## config.mk

```make
export PLATFORM = sky130hd
export DESIGN_NAME = bit_stuffer_flat
export DESIGN_NICKNAME = d
export VERILOG_FILES = /design/src/rtl/usb_pkg.sv /design/src/rtl/bit_stuffer_if.sv /design/src/rtl/ones_run_counter.sv /design/src/rtl/bit_stuffer.sv /design/src/flat_wrapper.sv
export SDC_FILE = /design/constraint.sdc
export NUM_CORES = 1
export LEC_CHECK = 0
export ABC_AREA = 1
export BUFFER_PORTS_ARGS = -buffer_cell sky130_fd_sc_hd__buf_2
export CAP_MARGIN = 5
export CORE_AREA = 2 2 39 41
export CTS_BUF_LIST = sky130_fd_sc_hd__clkbuf_8
export DETAILED_ROUTE_END_ITERATION = 10
export DIE_AREA = 0 0 41 43
export PLACE_DENSITY_LB_ADDON = 0.1
export SLEW_MARGIN = 20
export SYNTH_ARGS = -nofsm -noshare
export SYNTH_HDL_FRONTEND = slang
export SYNTH_SLANG_ARGS = --single-unit
```

## constraint.sdc

```tcl
create_clock -name clk -period 1.8 [get_ports clk]
set_input_delay 0.54 -clock clk [delete_from_list [all_inputs] [get_ports clk]]
set_output_delay 0.54 -clock clk [all_outputs]
set_load 0.02 [all_outputs]
```

## src/rtl/usb_pkg.sv

```systemverilog
// Types and constants shared by the USB transmit path (CRC serialiser,
// bit stuffer, NRZI encoder).
package usb_pkg;
  typedef enum logic [1:0] {STF_IDLE, STF_PASS, STF_STUFF} stuff_state_t;

  localparam int USB_STUFF_RUN   = 6;
  localparam int USB_STUFF_CNT_W = 5;

  localparam int USB_PID_W   = 8;
  localparam int USB_ADDR_W  = 7;
  localparam int USB_ENDP_W  = 4;
  localparam int USB_CRC5_W  = 5;
  localparam int USB_CRC16_W = 16;
endpackage

```

## src/rtl/bit_stuffer_if.sv

```systemverilog
// Serial stream handshake between the CRC serialiser, the bit stuffer and
// the NRZI encoder, plus the per-packet stuffed-bit count.
interface bit_stuffer_if
  import usb_pkg::*;
#(
  parameter int CNT_W = USB_STUFF_CNT_W
);
  logic             in_bit;
  logic             in_valid;
  logic             in_last;
  logic             in_ready;
  logic             out_bit;
  logic             out_valid;
  logic             out_last;
  logic [CNT_W-1:0] stuff_cnt;

  modport master (
    output in_bit, in_valid, in_last,
    input  in_ready, out_bit, out_valid, out_last, stuff_cnt
  );

  modport slave (
    input  in_bit, in_valid, in_last,
    output in_ready, out_bit, out_valid, out_last, stuff_cnt
  );
endinterface

```

## src/rtl/ones_run_counter.sv

```systemverilog
// Counts consecutive accepted 1s and flags the beat that completes a run of
// RUN_LEN; the counter wraps to zero on that beat.
module ones_run_counter
  import usb_pkg::*;
#(
  parameter int RUN_LEN = USB_STUFF_RUN,
  localparam int W      = $clog2(RUN_LEN + 1)
) (
  input  logic clk,
  input  logic rst,
  input  logic clr,
  input  logic inc,
  input  logic zero,
  output logic run_done
);
  logic [W-1:0] ones_cnt_q;
  logic [W-1:0] ones_cnt_d;

  assign run_done = inc && (ones_cnt_q == W'(RUN_LEN - 1));

  // clr (end of packet) wins over inc so a run finishing on in_last still
  // reports run_done but leaves the counter empty for the next packet.
  always_comb begin
    ones_cnt_d = ones_cnt_q;
    if (clr) begin
      ones_cnt_d = '0;
    end else if (inc) begin
      ones_cnt_d = run_done ? '0 : ones_cnt_q + W'(1);
    end else if (zero) begin
      ones_cnt_d = '0;
    end
  end

  always_ff @(posedge clk) begin
    if (rst) begin
      ones_cnt_q <= '0;
    end else begin
      ones_cnt_q <= ones_cnt_d;
    end
  end
endmodule

```

## src/rtl/bit_stuffer.sv

```systemverilog
// USB bit stuffer: inserts a 0 after every RUN_LEN consecutive 1s, stalling
// upstream for the inserted cycle; registered outputs feed the NRZI encoder.
module bit_stuffer
  import usb_pkg::*;
#(
  parameter int RUN_LEN = USB_STUFF_RUN,
  parameter int CNT_W   = USB_STUFF_CNT_W
) (
  input  logic          clk,
  input  logic          rst,
  bit_stuffer_if.slave  bus
);
  stuff_state_t     state_q, state_d;
  logic             out_bit_q, out_bit_d;
  logic             out_valid_q, out_valid_d;
  logic             out_last_q, out_last_d;
  logic             last_pend_q, last_pend_d;
  logic [CNT_W-1:0] stuff_cnt_q, stuff_cnt_d;

  logic in_ready;
  logic beat;
  logic run_done;

  assign in_ready = (state_q != STF_STUFF);
  assign beat     = bus.in_valid && in_ready;

  ones_run_counter #(.RUN_LEN(RUN_LEN)) u_ones (
    .clk      (clk),
    .rst      (rst),
    .clr      (beat && bus.in_last),
    .inc      (beat && bus.in_bit),
    .zero     (beat && !bus.in_bit),
    .run_done (run_done)
  );

  always_comb begin
    state_d     = state_q;
    out_bit_d   = 1'b0;
    out_valid_d = 1'b0;
    out_last_d  = 1'b0;
    last_pend_d = last_pend_q;
    stuff_cnt_d = stuff_cnt_q;
    unique case (state_q)
      STF_IDLE, STF_PASS: begin
        if (beat) begin
          out_bit_d   = bus.in_bit;
          out_valid_d = 1'b1;
          if (state_q == STF_IDLE) begin
            stuff_cnt_d = '0;
          end
          // A run ending on in_last hands the last flag to the stuffed 0.
          if (run_done) begin
            state_d     = STF_STUFF;
            last_pend_d = bus.in_last;
          end else begin
            out_last_d = bus.in_last;
            state_d    = bus.in_last ? STF_IDLE : STF_PASS;
          end
        end
      end
      STF_STUFF: begin
        out_valid_d = 1'b1;
        out_last_d  = last_pend_q;
        stuff_cnt_d = (stuff_cnt_q == '1) ? stuff_cnt_q : stuff_cnt_q + CNT_W'(1);
        state_d     = last_pend_q ? STF_IDLE : STF_PASS;
        last_pend_d = 1'b0;
      end
      default: state_d = STF_IDLE;
    endcase
  end

  always_ff @(posedge clk) begin
    if (rst) begin
      state_q     <= STF_IDLE;
      out_bit_q   <= 1'b0;
      out_valid_q <= 1'b0;
      out_last_q  <= 1'b0;
      last_pend_q <= 1'b0;
      stuff_cnt_q <= '0;
    end else begin
      state_q     <= state_d;
      out_bit_q   <= out_bit_d;
      out_valid_q <= out_valid_d;
      out_last_q  <= out_last_d;
      last_pend_q <= last_pend_d;
      stuff_cnt_q <= stuff_cnt_d;
    end
  end

  assign bus.in_ready  = in_ready;
  assign bus.out_bit   = out_bit_q;
  assign bus.out_valid = out_valid_q;
  assign bus.out_last  = out_last_q;
  assign bus.stuff_cnt = stuff_cnt_q;
endmodule

```

## src/flat_wrapper.sv

```systemverilog
// flat-port wrapper written by rule: the top's interface ports become plain ports
module bit_stuffer_flat import usb_pkg::*;
#(
  parameter int RUN_LEN = USB_STUFF_RUN,
  parameter int CNT_W   = USB_STUFF_CNT_W
)
  (clk, rst, bus_in_bit, bus_in_valid, bus_in_last, bus_in_ready, bus_out_bit, bus_out_valid, bus_out_last, bus_stuff_cnt);
  bit_stuffer_if #(.CNT_W(CNT_W)) bus_i ();
  input  logic clk;
  input  logic rst;
  input wire logic [$bits(bus_i.in_bit)-1:0] bus_in_bit;
  input wire logic [$bits(bus_i.in_valid)-1:0] bus_in_valid;
  input wire logic [$bits(bus_i.in_last)-1:0] bus_in_last;
  output wire logic [$bits(bus_i.in_ready)-1:0] bus_in_ready;
  output wire logic [$bits(bus_i.out_bit)-1:0] bus_out_bit;
  output wire logic [$bits(bus_i.out_valid)-1:0] bus_out_valid;
  output wire logic [$bits(bus_i.out_last)-1:0] bus_out_last;
  output wire logic [$bits(bus_i.stuff_cnt)-1:0] bus_stuff_cnt;
  assign bus_i.in_bit = bus_in_bit;
  assign bus_i.in_valid = bus_in_valid;
  assign bus_i.in_last = bus_in_last;
  assign bus_in_ready = bus_i.in_ready;
  assign bus_out_bit = bus_i.out_bit;
  assign bus_out_valid = bus_i.out_valid;
  assign bus_out_last = bus_i.out_last;
  assign bus_stuff_cnt = bus_i.stuff_cnt;
  bit_stuffer #(.RUN_LEN(RUN_LEN), .CNT_W(CNT_W)) u_core (.clk(clk), .rst(rst), .bus(bus_i));
endmodule
```

Yosys cells after proc, flatten, opt, wreduce, memory -nomap -nowiden
Index checks and enable logic that the tools add are counted.

operators by class
  add/subtract/negate cells = 2
  equality and inequality tests = 9
  multiplexer cells = 20
  bitwise operators = 2
  reductions and logical operators = 14

operators by type and width
  operator                                                number
  two-way mux 5 bit                                       3
  one-hot mux 5 bit (2 select lines)                      1
  two-way mux 3 bit                                       3
  two-way mux 1 bit                                       7
  inequality test 2 bit (second input constant)           3
  one-hot mux 1 bit (2 select lines)                      3
  adder 5 x 1 -> 5 bit (second input constant)            1
  == test 5 bit (second input constant)                   1
  logical AND 1 bit                                       5
  two-way mux 2 bit                                       2
  inequality test 2 x 1 -> 1 bit (second input constant)  2
  one-hot mux 2 bit (2 select lines)                      1
  AND reduction 4 bit                                     1
  nonzero test 2 bit                                      2
  OR reduction 2 bit                                      2
  adder 3 x 1 -> 3 bit (second input constant)            1
  == test 3 bit (second input constant)                   1
  AND reduction 3 bit                                     1
  OR reduction 3 bit                                      1
  == test 2 x 1 -> 1 bit (second input constant)          1
  == test 2 bit (second input constant)                   1
  logical NOT 2 bit                                       1
  inverter 1 bit                                          2
  logical NOT 1 bit                                       1

storage, ports and cells
  register bits = 14
  output and inout bits = 9

Depth between registers and ports, before layout
Gate-level depths: netlist of run 1.

  depth in word-level cells = 7
  mapped depth = 9
  depth with buffers taken out = 9

Cells and area by module
A second synthesis of run 1 with hierarchy kept.

second synthesis, totals
  cells, all modules = 105
  area, all modules = 735.7 µm²

by module, submodules not included
  module            instances  cells each  area an instance (µm²)
  bit_stuffer       1          76          548.0
  ones_run_counter  1          29          187.7

Worst setup path before layout of run 1
No wires, ideal clock.

  path kind = reg-to-reg
  start point = register u_core.stuff_cnt_q[0] (netlist: u_core.bus.stuff_cnt[0])
  end point = register u_core.stuff_cnt_q[2] (netlist: u_core.bus.stuff_cnt[2])
  library setup time = 0.113 ns
  data arrival time = 1.344 ns
  data required time = 1.687 ns
  path slack = 0.343 ns
  stages on the path, launching flop included = 9
  cells stage by stage = dfxtp_1 > ha_1 > nand2_1 > nor2_1 > ha_1 > o21ai_4 > inv_1 > o21ai_1 > nor2_1

between the ends
  word-level cells in the longest chain between the ends = 3

ends and longest elaborated chain
  item                                                                       line               source
  start, declared                                                            bit_stuffer.sv:18  logic [CNT_W-1:0] stuff_cnt_q, stuff_cnt_d;
  start signal, assigned                                                     bit_stuffer.sv:86  stuff_cnt_q <= stuff_cnt_d;
  adder 5 x 1 -> 5 bit or == test 5 bit (tied branches)                      bit_stuffer.sv:64  stuff_cnt_d = (stuff_cnt_q == '1) ? stuff_cnt_q : stuff_cnt_q + CNT_W'(1);
  two-way mux 5 bit or inequality test 2 bit (tied branches)                 --
  one-hot mux 5 bit (2 select lines) or AND reduction 4 bit (tied branches)  --

Parallel ways exist; a longest one is shown, timed or not. The select of a mux whose other input is x is not followed.
A chain may end at the register's enable or synchronous reset.

Final worst setup path of run 1
  start point = register u_core.state_q[0]
  end point = output port bus_in_ready

between the ends
  word-level cells in the longest chain between the ends = 1

ends and longest elaborated chain
  item                    line                source
  start, declared         bit_stuffer.sv:13   stuff_state_t state_q, state_d;
  start signal, assigned  bit_stuffer.sv:81   state_q <= state_d;
  inequality test 2 bit   bit_stuffer.sv:24   assign in_ready = (state_q != STF_STUFF);
  end, declared           flat_wrapper.sv:14  output wire logic [$bits(bus_i.in_ready)-1:0] bus_in_ready;

No other way between the ends.

==> reports/qor.yml, run 1 <==
global_route:
  grtUsageTotal_pct: 19.1
  first_global_vias: 525
  grt_remaining_overflow: 0
  antenna_found_initial: 0
  grt_max_degree: 10
  grt_first_pass_wirelength_mm: 2.21
setup_path:
  crit_slowest_cell: "dfxtp_1"
  worstPathCellList: "inv_1 > nand2_4 > buf_2"
  crit_type: "reg -> out"
  arrival_ns: 1.00
  cp.required_ns: 1.26
  end_kind: "output port"
  critPathLaunchType: "flop"
  critPathMaxFanout: 9
  max_stage_delay_ns: 0.30
clock_tree:
  clk_path_buf_depth: 2
  cts-root-buf: "clkbuf_8"
  cts_hold_buf: 0
  cts_tree: "done"
  clock_sinks: 14
  insertion_delay_ns: 0.25
  post_cts_resized: 0
  cts_max_level: 1
  cts_buffers: 3
  post-cts-setup-buffers: 0
  clk_pin_slew_ns: 0.06
pwr:
  switching_share_pct: 22.1
  power_mw: 0.675
  power.internal_mw: 0.526
  sequentialPowerShare_pct: 47.1
  p_switching_mw: 0.149
  leakagePower_nw: 0.409
  power.density_nw_per_um2: 824
  comb_power_share_pct: 7.1
  clkPwrFrac_pct: 45.8
  vdd_drop_max_mv: 0.438
timing:
  clock.fmax_mhz: 648
  rsz0062_at_grt: "no"
  slew-limit-headroom_pct: 73.0
  timing.final.crit_period_ns: 1.54
  skew_ns: 0.00473
  hold_violations: 0
  worst_pin_slew_ns: 0.401
  hold-worst-slack_ns: 0.492
  tns_ns: 0
  post-route-period-util_pct: 85.7
  setup_viol: 0
  slew_violations: 0
final_layout:
  final_util_pct: 59.1
  layout_commonest_cell: "nand2_1"
  fillers: 136
  area_growth_pct: 20.7
  drive_gt1_share_pct: 21.9
  mostFrequentLayoutCells: "nand2_1 (21), dfxtp_1 (14), buf_2 (13), inv_1 (10)"
  layout.nets: 115
  antenna_cells: 0
  fin_cells: 121
run_status:
  status: "finished clean"
routing:
  drt_iter0_markers: 14
  drt_wl_total_mm: 1.32
  antenna_left: 0
  vias_per_cell: 5.04
  remaining_drc_errors: 0
  firstDrtPassIters: 4
  wire_per_inst_um: 10.9
  vias: 610
yosys:
  ys_ff_latch: 14
  yosys_warnings: 0
  synth_area_um2: 678
  synthCells: 88
  synth_fp_nets: 97
  ys_types: 20
  yosysTopAreaCellShare_pct: 41.3
  synth.area.top_cells: "dfxtp_1 (41%), nand2_1 (12%), ha_1 (7.4%)"
  yosysSeqAreaShare_pct: 41.3
  yosysTopAreaCell: "dfxtp_1"
  avgSynthCellArea_um2: 7.71
floorplan:
  row_count: 14
  start_util_pct: 49.0
  die_height_um: 43
  die_w_um: 41
  die-area_um2: 1760
  coreArea_um2: 1380
  ios: 14
placed_design:
  dp_hpwl_um: 987
  gp_congestion: 0.806
  place_inst: 117
  place.port_buffers: 13
min_path:
  hold_path.class: "reg -> reg"
job:
  max_cap_violations: 0
power groups by stage:
stage	Combinational, mW	Clock (mW)	Sequential [mW]
global placement	0.0472	0	0.324
CTS	0.0486	0.313	0.318
floorplan	0.0268	0	0.328
global route	0.0549	0.327	0.318
detailed placement	0.0480	0	0.324
finish	0.0481	0.309	0.318
worst max-delay path: cells and delay by family (launching register included):
kind          cells  cell delay [ns]
buf+inv           2             0.32
simple gates      1             0.13
flops             1             0.30
path summary, 6_finish.rpt:
check                               start                       to  slack [ns]  cells after the start
setup reg to reg  u_core.bus.stuff_cnt[0]  u_core.bus.stuff_cnt[2]        0.34                      8
setup / recovery        u_core.state_q[0]             bus_in_ready        0.26                      3
hold / removal    u_core.bus.stuff_cnt[4]  u_core.bus.stuff_cnt[4]        0.49                      2
hold reg to reg   u_core.bus.stuff_cnt[4]  u_core.bus.stuff_cnt[4]        0.49                      2
cell usage after synthesis:
library cell  count
nand3b_1          2
nand4_1           1
nand2_1          21
and3_1            1
o21ai_0           3
o21ai_4           1
nand4_2           1
nand2_4           1
xor2_1            1
nor2_1            8
dfxtp_1          14
nor3_1            3
inv_1            10
nand2_2           1
o21ai_1           1
a21oi_1           8
nand3_2           1
nand3_1           5
ha_1              4
a21oi_2           1
flip-flops by register name, summed over array words and instances, names as in the netlist:
signal and cells:
u_core.bus.out_valid 1, u_core.u_ones.ones_cnt_q 3, u_core.bus.out_last 1, u_core.state_q 2, u_core.bus.stuff_cnt 5, u_core.last_pend_q 1
u_core.bus.out_bit 1
kinds of logic (layout without fill, tap and decap cells):
family	after synthesis	in the layout	share of synthesized area (%)
adders and majority gates	4	4	7.38
buffers and inverters	10	27	5.54
and+or+nand+nor	45	45	31.9
xor gates and xnor gates	1	1	1.29
DFF	14	14	41.3
AOI/OAI and AO/OA	14	14	12.5
stage by stage:
step | setup slack [ns] | cell area [um2]
floorplan | 0.343 | 678
global placement | 0.389 | 763
detailed placement | 0.352 | 763
CTS | 0.255 | 818
global route | 0.199 | 818
finish | 0.258 | 818
final cells by class:
type | instances | area (um2) | share of cell area (%)
flip-flops and latches | 14 | 280 | 34.3
multi-input cells | 64 | 360 | 44.0
well taps | 16 | 20.0 | 2.45
clock buffers | 4 | 55.1 | 6.73
repair buffers | 13 | 65.1 | 7.95
inverters | 10 | 37.5 | 4.59
metal layers:
metal	vias to the layer above	global-route usage [%]	part of all wire, %
met3	4	4.71	4.7
li1	321	-	-
met2	15	29.1	48
met5	-	0	0
met4	0	12.0	2.6
met1	270	22.6	45
Power figures use the tool's default switching activity.
==> inputs of run 2 (changes only) <==
- PLACE_DENSITY_LB_ADDON: 0.1 -> 0.15
==> reports/qor.yml, run 2 (synthesis results as in run 1) <==
timing:
  setup_viol: 0  # unchanged
  skew_ns: 0.000810  # -0.00392 ns
  slew_violations: 0  # unchanged
  slew-limit-headroom_pct: 74.5  # +1.5 points
  clock.fmax_mhz: 648  # -0.13%
  worst_pin_slew_ns: 0.378  # -0.0225 ns
  tns_ns: 0  # unchanged
  hold_violations: 0  # unchanged
  post-route-period-util_pct: 85.8  # +0.11 points
  timing.final.crit_period_ns: 1.54  # +0.00201 ns
  rsz0062_at_grt: "no"
placed_design:
  place.port_buffers: 13  # unchanged
  dp_hpwl_um: 964  # -2.3%
  gp_congestion: 0.795  # -1.4%
  place_inst: 117  # unchanged
setup_path:
  end_kind: "output port"
  crit_path_start: "u_core.state_q[0]"
  arrival_ns: 1.00  # about the same
  r2r_start: "u_core.bus.stuff_cnt[0]"
  critPathMaxFanout: 9  # unchanged
  cp.required_ns: 1.26  # about the same
  critPathLaunchType: "flop"
  crit_type: "reg -> out"
run_status:
  status: "finished clean"
pwr:
  power_mw: 0.667  # -1.1%
  comb_power_share_pct: 7.1  # about the same
  power.internal_mw: 0.525  # about the same
  p_switching_mw: 0.142  # -4.7%
  leakagePower_nw: 0.409  # unchanged
  sequentialPowerShare_pct: 47.6  # +0.5 points
  power.density_nw_per_um2: 816  # -1.1%
  vdd_drop_max_mv: 0.480  # +9.5%
  clkPwrFrac_pct: 45.3  # -0.5 points
  switching_share_pct: 21.3  # -0.81 points
floorplan:
  start_util_pct: 49.0  # unchanged
  coreArea_um2: 1380  # unchanged
  die-area_um2: 1760  # unchanged
  row_count: 14  # unchanged
  die_height_um: 43  # unchanged
  die_w_um: 41  # unchanged
  ios: 14  # unchanged
clock_tree:
  cts_hold_buf: 0  # unchanged
  cts-root-buf: "clkbuf_8"
  clock_sinks: 14  # unchanged
  cts_tree: "done"
  cts_max_level: 1  # unchanged
  clk_pin_slew_ns: 0.06  # about the same
  cts_buffers: 3  # unchanged
  clk_path_buf_depth: 2  # unchanged
  post_cts_resized: 0  # unchanged
  post-cts-setup-buffers: 0  # unchanged
  insertion_delay_ns: 0.24  # about the same
final_layout:
  final_util_pct: 59.1  # unchanged
  fin_cells: 121  # unchanged
  mostFrequentLayoutCells: "nand2_1 (21), dfxtp_1 (14), buf_2 (13), inv_1 (10)"
  multiInputGateArea_um2: 360  # unchanged
  layout.nets: 115  # unchanged
  antenna_cells: 0  # unchanged
  drive_gt1_share_pct: 21.9  # unchanged
  area_growth_pct: 20.7  # unchanged
  fillers: 137  # +0.74%
  layout_commonest_cell: "nand2_1"
  regArea_um2: 280  # unchanged
  largest_register_ff_count: 5  # unchanged
routing:
  wire_per_inst_um: 10.2  # -6.8%
  drt_wl_total_mm: 1.23  # -6.8%
  firstDrtPassIters: 4  # unchanged
  vias_per_cell: 4.97  # -1.5%
  antenna_left: 0  # unchanged
  drt_iter0_markers: 6  # -8
  vias: 601  # -1.5%
  remaining_drc_errors: 0  # unchanged
global_route:
  first_global_vias: 524  # -0.19%
  grt_first_pass_wirelength_mm: 2.16  # -2.5%
  grt_max_degree: 10  # unchanged
  antenna_found_initial: 0  # unchanged
  grt_remaining_overflow: 0  # unchanged
  grtUsageTotal_pct: 17.8  # -1.2 points
min_path:
  hold_path.class: "reg -> reg"
  min_from: "u_core.bus.stuff_cnt[4]"
job:
  max_cap_violations: 0  # unchanged
## run 2: cell counts in the layout (fill, tap and decap cells not counted)
No cell type changed its count.
## run 2: through the flow
| stage | worst slack, ns | area [um2] | hold WS (ns) |
|---|---|---|---|
| after detailed placement | 0.360 | 763 | 0.474 |
| after floorplan | 0.343 | 678 | 0.461 |
| after CTS | 0.254 | 818 | 0.482 |
| after global placement | 0.393 | 763 | 0.478 |
| final | 0.256 | 818 | 0.481 |
| after global routing | 0.185 | 818 | 0.517 |
## run 2: power by group through the flow
stage | Combinational [mW] | Clock, mW | Sequential, mW
after floorplan | 0.0268 | 0 | 0.328
after global placement | 0.0472 | 0 | 0.324
after detailed placement | 0.0478 | 0 | 0.324
after CTS | 0.0480 | 0.308 | 0.318
after global routing | 0.0545 | 0.318 | 0.318
final | 0.0477 | 0.302 | 0.318
## run 2: path summary, 6_finish.rpt
kind	depth (start not counted)	end	slack [ns]
worst max-delay path	3	bus_in_ready	0.26
worst min-delay path	2	u_core.bus.stuff_cnt[4]	0.48
worst max register to register	8	u_core.bus.stuff_cnt[2]	0.36
worst min register to register	2	u_core.bus.stuff_cnt[4]	0.48
## run 2: worst max-delay path, stage by stage, from the launching register on
cell and delay (ns):
dfxtp_1 0.30, inv_1 0.15, nand2_4 0.13, buf_2 0.18
## run 2: routing by layer
layer / track usage, % / part of all wire, %
met2: 23.8 / 45
met5: 0 / 0
met1: 26.1 / 52
met3: 4.71 / 2.9
met4: 8.00 / 0.73
## run 2: cell type report
class | instances | area share, %
inverter | 10 | 4.59
sequential | 14 | 34.3
tap | 16 | 2.45
clock buffer | 4 | 6.73
timing repair buffer | 13 | 7.95
multi-input combinational | 64 | 44.0
==> inputs of run 3 (changes only) <==
- ABC_AREA: 1 -> 0
- CORE_AREA: 2 2 39 41 -> not set
- CORE_UTILIZATION: not set -> 55
- DIE_AREA: 0 0 41 43 -> not set
==> reports/qor.yml, run 3 <==
final_layout:
  final_util_pct: 74.1  # +15 points
  layout_commonest_cell: "dfxtp_1"
  mostFrequentLayoutCells: "dfxtp_1 (14), buf_2 (13), a21oi_1 (8), nand2b_1 (6), o21ai_0 (5)"
  fillers: 84  # -39%
  antenna_cells: 0  # unchanged
  layout.nets: 104  # -9.6%
  largest_register_ff_count: 5  # unchanged
  fin_area_um2: 857  # +4.7%
  drive_gt1_share_pct: 26.6  # +4.7 points
  multiInputGateArea_um2: 418  # +16%
  area_growth_pct: 20.0
  regArea_um2: 280  # unchanged
routing:
  antenna_left: 0  # unchanged
  firstDrtPassIters: 3  # -1
  drt_iter0_markers: 4  # -2
  wire_per_inst_um: 13.3  # +31%
  vias: 644  # +7.2%
  drt_wl_total_mm: 1.44  # +17%
  vias_per_cell: 5.96  # +20%
  remaining_drc_errors: 0  # unchanged
placed_design:
  place.port_buffers: 13  # unchanged
  dpl_cell_area_um2: 797  # +4.4%
  dp_hpwl_mm: 1.03  # +7.0%
  gp_congestion: 0.719  # -9.5%
timing:
  setup_viol: 0  # unchanged
  slew-limit-headroom_pct: 78.2  # +3.6 points
  post-route-period-util_pct: 96.0  # +10 points
  worst_pin_slew_ns: 0.328  # -0.0507 ns
  timing.final.crit_period_ns: 1.73  # +0.184 ns
  hold_violations: 0  # unchanged
  skew_ns: 0.000536  # -0.000274 ns
  clock.fmax_mhz: 579  # -11%
  tns_ns: 0  # unchanged
  rsz0062_at_grt: "no"
  slew_violations: 0  # unchanged
pwr:
  p_switching_mw: 0.141  # -1.0%
  power.internal_mw: 0.529  # +0.78%
  power.density_nw_per_um2: 782  # -4.2%
  switching_share_pct: 21.0  # -0.30 points
  clkPwrFrac_pct: 44.8  # -0.5 points
  vdd_drop_max_mv: 0.584  # +22%
  leakagePower_nw: 0.350  # -14%
  sequentialPowerShare_pct: 47.8  # +0.2 points
  comb_power_share_pct: 7.4  # +0.3 points
yosys:
  synth-compound-area-share_pct: 17.2  # +4.6 points
  yosysMostFrequentCell: "dfxtp_1"
  ys_ff_latch: 14  # unchanged
  synth_fp_nets: 87  # -10%
  synth.area.top_cells: "dfxtp_1 (39%), ha_1 (7.0%), a21oi_1 (5.6%)"
  synth_xor_area_share_pct: 0  # -1.3 points
  synth_simple_gate_area_share_pct: 30.8  # -1.1 points
  avgSynthCellArea_um2: 9.16  # +19%
  synth_area_um2: 714  # +5.4%
  synthCells: 78  # -11%
  ys_types: 31  # +55%
  synth_top_flop_cell: "dfxtp_1"
  yosysSeqAreaShare_pct: 39.2  # -2.1 points
  yosysTopAreaCell: "dfxtp_1"
  muxShareOfSynthArea_pct: 2.80  # +2.8 points
  yosysTopAreaCellShare_pct: 39.2  # -2.1 points
  synth_top_family_by_area: "simple AND/OR/NAND/NOR gates"
  synth_edf_count: 0  # unchanged
  synthTopCellsByCount: "dfxtp_1 (14), a21oi_1 (8), nand2b_1 (6), o21ai_0 (5), ha_1 (4)"
  async_reset_ff_share_pct: 0  # unchanged
  yosys_warnings: 0  # unchanged
  synthAdderAreaFrac_pct: 7.01  # -0.37 points
global_route:
  grtUsageTotal_pct: 24.4  # +6.6 points
  grt_max_degree: 18  # +8
  antenna_found_initial: 0  # unchanged
  grt_first_pass_wirelength_mm: 2.38  # +10%
  grt_remaining_overflow: 0  # unchanged
  first_global_vias: 541  # +3.2%
clock_tree:
  clk_pin_slew_ns: 0.05  # about the same
  cts_tree: "done"
  cts_buffers: 3  # unchanged
  clk_path_buf_depth: 2  # unchanged
  insertion_delay_ns: 0.24  # about the same
  cts_max_level: 1  # unchanged
  cts-root-buf: "clkbuf_8"
  clock_sinks: 14  # unchanged
setup_path:
  critPathMaxFanout: 4  # -5
  end_kind: "flop"
  arrival_ns: 1.90  # +0.90 ns
  critPathLaunchType: "flop"
  cp.required_ns: 1.97  # +0.71 ns
  crit_type: "reg -> reg"
run_status:
  status: "finished clean"
job:
  max_cap_violations: 0  # unchanged
floorplan:
  die_w_um: 38.0  # -7.2%
  start_util_pct: 61.8  # +13 points
  die_height_um: 38.0  # -12%
  coreArea_um2: 1160  # -16%
  row_count: 12  # -2
  ios: 14  # unchanged
  die-area_um2: 1450  # -18%
min_path:
  hold_path.class: "reg -> reg"
==> run 3: layout make-up <==
class,count,area share [%]
multi-input cells,59,48.8
flip-flops and latches,14,32.7
repair buffers,14,8.47
clock buffers,4,6.42
well taps,14,2.04
inverters,3,1.61
==> run 3: power groups by stage <==
stage	combinational [mW]	clock, mW	sequential [mW]
after CTS	0.0486	0.307	0.320
after global routing	0.0552	0.324	0.321
after detailed placement	0.0483	0	0.327
after floorplan	0.0283	0	0.330
final	0.0496	0.300	0.320
after global placement	0.0476	0	0.326
==> run 3: worst paths after layout <==
kind | start | end | slack, ns | cells after the start
max | u_core.bus.stuff_cnt[1] | u_core.bus.stuff_cnt[3] | 0.07 | 6
min | u_core.u_ones.ones_cnt_q[1] | u_core.u_ones.ones_cnt_q[1] | 0.50 | 2
max reg2reg | u_core.bus.stuff_cnt[1] | u_core.bus.stuff_cnt[3] | 0.07 | 6
min reg2reg | u_core.u_ones.ones_cnt_q[1] | u_core.u_ones.ones_cnt_q[1] | 0.50 | 2
==> run 3: routing by layer <==
metal	vias to the layer above	share of wire, %	GRT usage [%]	wire length (um)
met5	-	0	0	0
met4	0	2.4	16.1	34
met3	5	3.6	5.23	52
met2	15	44	37.3	634
met1	305	50	30.7	719
li1	319	-	-	-
==> run 3: stage by stage <==
| step | hold WS [ns] | power (mW) | cells | setup WS [ns] |
|---|---|---|---|---|
| floorplan | 0.463 | 0.358 | 78 | 0.0495 |
| global placement | 0.481 | 0.374 | 104 | 0.122 |
| detailed placement | 0.489 | 0.375 | 104 | 0.0606 |
| CTS | 0.498 | 0.675 | 108 | 0.0341 |
| global route | 0.536 | 0.700 | 108 | 0.0113 |
| finish | 0.499 | 0.670 | 108 | 0.0720 |
==> run 3: logic make-up (layout without fill, tap and decap cells) <==
kind of cell,after synthesis,after routing
compound gates,20,20
simple gates,33,33
mux,2,2
flops,14,14
buf+inv,5,21
fa+ha+maj,4,4
==> run 3: timing repair <==
item | in CTS | in global routing
endpoints found under the hold margin | 0 | 0
resized for setup | 0 | 1
hold buffers | 0 | 0
setup endpoints to repair | 0 | 1
buffers inserted | 0 | 0
==> run 3: critical path, stage by stage (launching register included) <==
cell,delay [ns]
dfxtp_1,0.33
ha_1,0.21
and3_1,0.19
ha_1,0.21
or2b_1,0.27
a211oi_2,0.25
mux2i_1,0.20
